## config.mk

```make
export PLATFORM = sky130hd
export DESIGN_NAME = mapper_mem_arbiter
export DESIGN_NICKNAME = d
export VERILOG_FILES = /design/src/rtl/mapper_mem_arbiter.sv
export SDC_FILE = /design/constraint.sdc
export NUM_CORES = 1
export LEC_CHECK = 0
export CAP_MARGIN = 40
export CORE_ASPECT_RATIO = 1.75
export CORE_MARGIN = 2
export CORE_UTILIZATION = 50
export CTS_CLUSTER_DIAMETER = 50
export DETAILED_ROUTE_END_ITERATION = 8
export PLACE_DENSITY = 0.84
export SYNTH_ARGS = -nofsm -noshare
export SYNTH_HDL_FRONTEND = slang
export SYNTH_SLANG_ARGS = --single-unit
export TNS_END_PERCENT = 30
```

## constraint.sdc

```tcl
create_clock -name clk -period 6.8 [get_ports clk]
set_input_delay 1.02 -clock clk [delete_from_list [all_inputs] [get_ports clk]]
set_output_delay 1.02 -clock clk [all_outputs]
set_load 0.02 [all_outputs]
```

## src/rtl/mapper_mem_arbiter.sv

```systemverilog
// Arbitrates the cartridge memory port between mapper-decoded CPU accesses and the
// SRAM backup engine, with a one-entry CPU pending slot, access timeout and SRAM dirty tracking.
`timescale 1ns/1ps
module mapper_mem_arbiter #(
    parameter int TIMEOUT = 255,
    parameter int ADDR_W  = 27
) (
    input  logic              clk,
    input  logic              reset,
    input  logic              cpu_req,
    input  logic              cpu_ram_cs,
    input  logic              cpu_sram_cs,
    input  logic              cpu_rnw,
    input  logic [ADDR_W-1:0] cpu_addr,
    input  logic [7:0]        cpu_wdata,
    output logic [7:0]        cpu_rdata,
    output logic              cpu_wait,
    input  logic              bk_req,
    input  logic              bk_rnw,
    input  logic [ADDR_W-1:0] bk_addr,
    input  logic [7:0]        bk_wdata,
    output logic              bk_ack,
    output logic [7:0]        bk_rdata,
    output logic              mem_req,
    output logic              mem_rnw,
    output logic              mem_sram,
    output logic [ADDR_W-1:0] mem_addr,
    output logic [7:0]        mem_wdata,
    input  logic              mem_ack,
    input  logic [7:0]        mem_rdata,
    output logic              sram_dirty,
    input  logic              dirty_clr,
    output logic              timeout_err
);

    localparam int CW = (TIMEOUT < 1) ? 1 : $clog2(TIMEOUT + 1);
    localparam logic [CW-1:0] T_LIMIT = CW'(TIMEOUT);

    localparam logic [1:0] IDLE    = 2'd0;
    localparam logic [1:0] CPU_ACC = 2'd1;
    localparam logic [1:0] BK_ACC  = 2'd2;

    logic [1:0]        state;
    logic              pend_valid;
    logic              pend_rnw;
    logic              pend_sram;
    logic [ADDR_W-1:0] pend_addr;
    logic [7:0]        pend_wdata;
    logic              last_cpu;
    logic [CW-1:0]     cnt;

    logic cpu_q;
    logic cpu_avail;
    logic grant_bk;
    logic grant_cpu;
    logic timed_out;
    logic done;
    logic set_dirty;

    assign cpu_q     = cpu_req & (cpu_ram_cs | cpu_sram_cs);
    assign cpu_avail = pend_valid | cpu_q;
    // Backup goes first after a CPU access so a busy CPU cannot starve the save/load engine.
    assign grant_bk  = (state == IDLE) & bk_req & (last_cpu | ~cpu_avail);
    assign grant_cpu = (state == IDLE) & cpu_avail & ~grant_bk;
    assign timed_out = (TIMEOUT != 0) && (state != IDLE) && !mem_ack && (cnt == T_LIMIT);
    assign done      = (state != IDLE) && (mem_ack || timed_out);
    assign set_dirty = (state == CPU_ACC) & mem_ack & ~mem_rnw & mem_sram;
    assign cpu_wait  = cpu_q | pend_valid | (state == CPU_ACC);

    always_ff @(posedge clk or posedge reset) begin
        if (reset) begin
            state       <= IDLE;
            pend_valid  <= 1'b0;
            pend_rnw    <= 1'b1;
            pend_sram   <= 1'b0;
            pend_addr   <= '0;
            pend_wdata  <= '0;
            last_cpu    <= 1'b0;
            cnt         <= '0;
            mem_req     <= 1'b0;
            mem_rnw     <= 1'b1;
            mem_sram    <= 1'b0;
            mem_addr    <= '0;
            mem_wdata   <= '0;
            cpu_rdata   <= 8'hFF;
            bk_rdata    <= 8'hFF;
            bk_ack      <= 1'b0;
            sram_dirty  <= 1'b0;
            timeout_err <= 1'b0;
        end else begin
            bk_ack <= 1'b0;

            if (set_dirty)
                sram_dirty <= 1'b1;
            else if (dirty_clr)
                sram_dirty <= 1'b0;

            case (state)
                IDLE: begin
                    if (grant_bk) begin
                        state     <= BK_ACC;
                        mem_req   <= 1'b1;
                        mem_rnw   <= bk_rnw;
                        mem_sram  <= 1'b1;
                        mem_addr  <= bk_addr;
                        mem_wdata <= bk_wdata;
                        cnt       <= CW'(1);
                    end else if (grant_cpu) begin
                        state   <= CPU_ACC;
                        mem_req <= 1'b1;
                        cnt     <= CW'(1);
                        if (pend_valid) begin
                            pend_valid <= 1'b0;
                            mem_rnw    <= pend_rnw;
                            mem_sram   <= pend_sram;
                            mem_addr   <= pend_addr;
                            mem_wdata  <= pend_wdata;
                        end else begin
                            mem_rnw    <= cpu_rnw;
                            mem_sram   <= cpu_sram_cs;
                            mem_addr   <= cpu_addr;
                            mem_wdata  <= cpu_wdata;
                        end
                    end
                end
                CPU_ACC, BK_ACC: begin
                    if (cnt != '1)
                        cnt <= cnt + CW'(1);
                    if (done) begin
                        state   <= IDLE;
                        mem_req <= 1'b0;
                        if (timed_out)
                            timeout_err <= 1'b1;
                        // A timed-out access completes as if the memory returned 8'hFF.
                        if (state == CPU_ACC) begin
                            last_cpu <= 1'b1;
                            if (mem_rnw)
                                cpu_rdata <= mem_ack ? mem_rdata : 8'hFF;
                        end else begin
                            last_cpu <= 1'b0;
                            bk_ack   <= 1'b1;
                            bk_rdata <= mem_ack ? mem_rdata : 8'hFF;
                        end
                    end
                end
                default: begin
                    state   <= IDLE;
                    mem_req <= 1'b0;
                end
            endcase

            if (cpu_q && !pend_valid && !grant_cpu) begin
                pend_valid <= 1'b1;
                pend_rnw   <= cpu_rnw;
                pend_sram  <= cpu_sram_cs;
                pend_addr  <= cpu_addr;
                pend_wdata <= cpu_wdata;
            end
        end
    end

endmodule

```

==> flow_summary.ini <==
[cells_and_area]
nNetsFinal = 607
fillers = 680
antenna_cells = 0
final_cells = 643
areaGrowthSynthToFinish_pct = 38.1
final_area_sq_mm = 0.00668
layout-drive-gt1-share_pct = 15.7
final_util_pct = 70.6

[drt]
first_pass_iters = 4
wl_per_cell_um = 18.9
vias = 3775
ant_nets = 0
totalWireLength_um = 12100
drtIter0Drc = 273
vias_per_cell = 5.87
drc_errors = 0

[grt]
grtUsageMet3_pct = 4.78
grt_max_degree = 66
grt_pass1_wl_um = 19900
met1_usage_pct = 28.8
grt_use_met2_pct = 42.9
grt_pass1_vias = 3946
grt.total_usage_pct = 24.1
busiest_layer = met2
grt_overflow_total = 0
antenna_found_initial = 0

[synth]
syn_avg_cell_area_sq_um = 12.9
synth-edff-count = 0
synth_seq_cells = 106
ys_types = 49
yosys.area.top_type = dfrtp_1
synth_top_area_share_pct = 45.5
yosysWarnings = 0
seq_area_frac_synth_pct = 55.3
syn-num-nets = 467
syn_inst = 376
yosys_most_used_dff = dfrtp_1
synthTopCellsByArea = dfrtp_1 46%, dfstp_2 9.8%, mux2i_1 8.1%
syn_area_sq_mm = 0.00484
async_flop_share_pct = 100

[pwr]
leakage_nw = 2.81
powerDensity_mw_per_mm2 = 494
peakVddDrop_v = 0.000308
finalPower_mw = 3.30

[setup_path]
cp_slowest_cell = clkdlybuf4s50_1
critPathLaunchType = input port
r2r_start = state[0]
cpPeakStageDelay_ns = 0.54
required_ns = 5.78
crit_fanout = 4
crit_chain = clkdlybuf4s50_1 -> o21a_4 -> or3_1 -> clkdlybuf4s50_1
r2r-end = pend_addr[13]
reg2reg_slack_ns = 4.52
critPathKind = input port to output pin
crit_end = cpu_wait
r2r_cells = 6
critPathArrivalTime_ns = 2.62
end_kind = output pin
crit_top_cell = clkdlybuf4s50_1
startpoint = cpu_sram_cs

[timing]
finalCritPeriodShare_pct = 53.5
tightest_slew_ns = 0.734
rsz0062_at_grt = no
slew_viol_final = 0
final-setup-viol-count = 0
setup_slack_ns = 3.16
finalHoldViolCount = 0
fin_skew_ns = 0.00774
maxSlewHeadroom_pct = 51.1
period_minus_slack_ns = 3.64
fmax_ghz = 0.275
fin_tns_setup_ns = 0
holdWs_ns = 0.487

[cts]
path_clk_slew_ns = 0.07
cts_max_path_buffers = 2
cts_tree = built
cts-root-buf = clkbuf_16
cts_buffers = 9
ctsHoldBuffers = 0
cts_setup_buffers = 0
clk-insertion-delay-late_ns = 0.35
htree_num_levels = 3
cts_resized = 0
numClockSinks = 106

[placement]
io_buffers = 145
hpwl_um = 8360
dp_slack_ns = 3.17
dp_cells = 627
place_congestion = 0.780
postPlaceCellArea_sq_mm = 0.00637

[die]
die_w_um = 78.4
ios = 146
die_area_sq_mm = 0.0105
die_h_um = 134
row_count = 47
core_sq_mm = 0.00947
start_util_pct = 51.1

[min_path]
worstHoldPathType = flip-flop to flip-flop

[status]
status = completed

[run]
cap_violations = 0
==> how the worst min path moves through the flow <==
stage                   from             to  cells after the start
2_1_floorplan       state[1]       state[1]                      1
3_3_place_gp     timeout_err    timeout_err                      2
3_5_place_dp     timeout_err    timeout_err                      2
4_1_cts          timeout_err    timeout_err                      2
5_1_grt        pend_wdata[1]  pend_wdata[1]                      1
6_report         timeout_err    timeout_err                      2
==> sequential cells by signal, indices dropped and copies added, names as in the netlist, 2 cells and up <==
signal and count:
bk_rdata 8, cnt 8, cpu_rdata 8, mem_addr 27
mem_wdata 8, pend_addr 27, pend_wdata 8, state 2
==> cell usage in the layout (no fill, tap or decap), drive strengths merged, types with 3 or more instances in the layout <==
master,instances
mux2i,39
ha,3
clkbuf,9
clkdlybuf4s50,145
nand3,3
nand2b,4
o21ai,4
and4,3
a221o,36
inv,13
a2bb2oi,3
dfrtp,88
o22a,15
a21oi,7
nor2,41
mux2,38
buf,7
dfstp,18
nand2,9
a31oi,3
==> area by class of cell <==
| class | count | area, sq um | area share [%] |
|---|---|---|---|
| flip-flops and latches | 106 | 2680 | 40.0 |
| multi-input cells | 237 | 1960 | 29.3 |
| repair buffers | 152 | 1540 | 23.1 |
| clock buffers | 9 | 225 | 3.37 |
| well taps | 122 | 153 | 2.28 |
| clock inverters | 7 | 86.3 | 1.29 |
| inverters | 10 | 40.0 | 0.599 |
==> synth_stat cells, types with 2 or more instances <==
cell	instances
nand2b_1	4
mux2i_1	39
dfrtp_1	88
ha_1	3
nand2_1	9
a2bb2oi_1	3
mux2_2	28
dfstp_2	18
nand3_1	3
a221o_1	36
and3_1	2
o22ai_1	2
mux2_1	10
and2_1	2
inv_1	10
buf_2	7
nand4_1	2
a31o_2	2
clkbuf_1	2
a31oi_1	3
o22a_1	15
a21oi_1	7
o21ai_0	2
and4_1	3
nor2_1	40
buf_6	7
buf_4	7
==> layer usage <==
metal / vias up / wire length, um
met5: - / 0
met4: 0 / 225
met3: 16 / 638
met2: 146 / 6700
met1: 1907 / 4570
li1: 1706 / -
==> worst max-delay path: cells and delay by family <==
family | cells | cell delay [ns]
compound gates | 1 | 0.27
buf+inv | 2 | 1.02
simple gates | 1 | 0.30
==> cells by family after synthesis <==
family	after synthesis	synth area share, %
buf+inv	33	4.37
flops	106	55.3
simple gates	72	6.95
compound gates	85	15.7
mux	77	16.9
fa+ha+maj	3	0.776
==> power breakdown <==
| group | switching [mW] | internal [mW] |
|---|---|---|
| combinational | 0.820 | 0.809 |
| sequential | 0.170 | 0.969 |
| clock | 0.244 | 0.293 |
| total | 1.23 | 2.07 |
No activity file was read; power rests on OpenSTA's default activity.
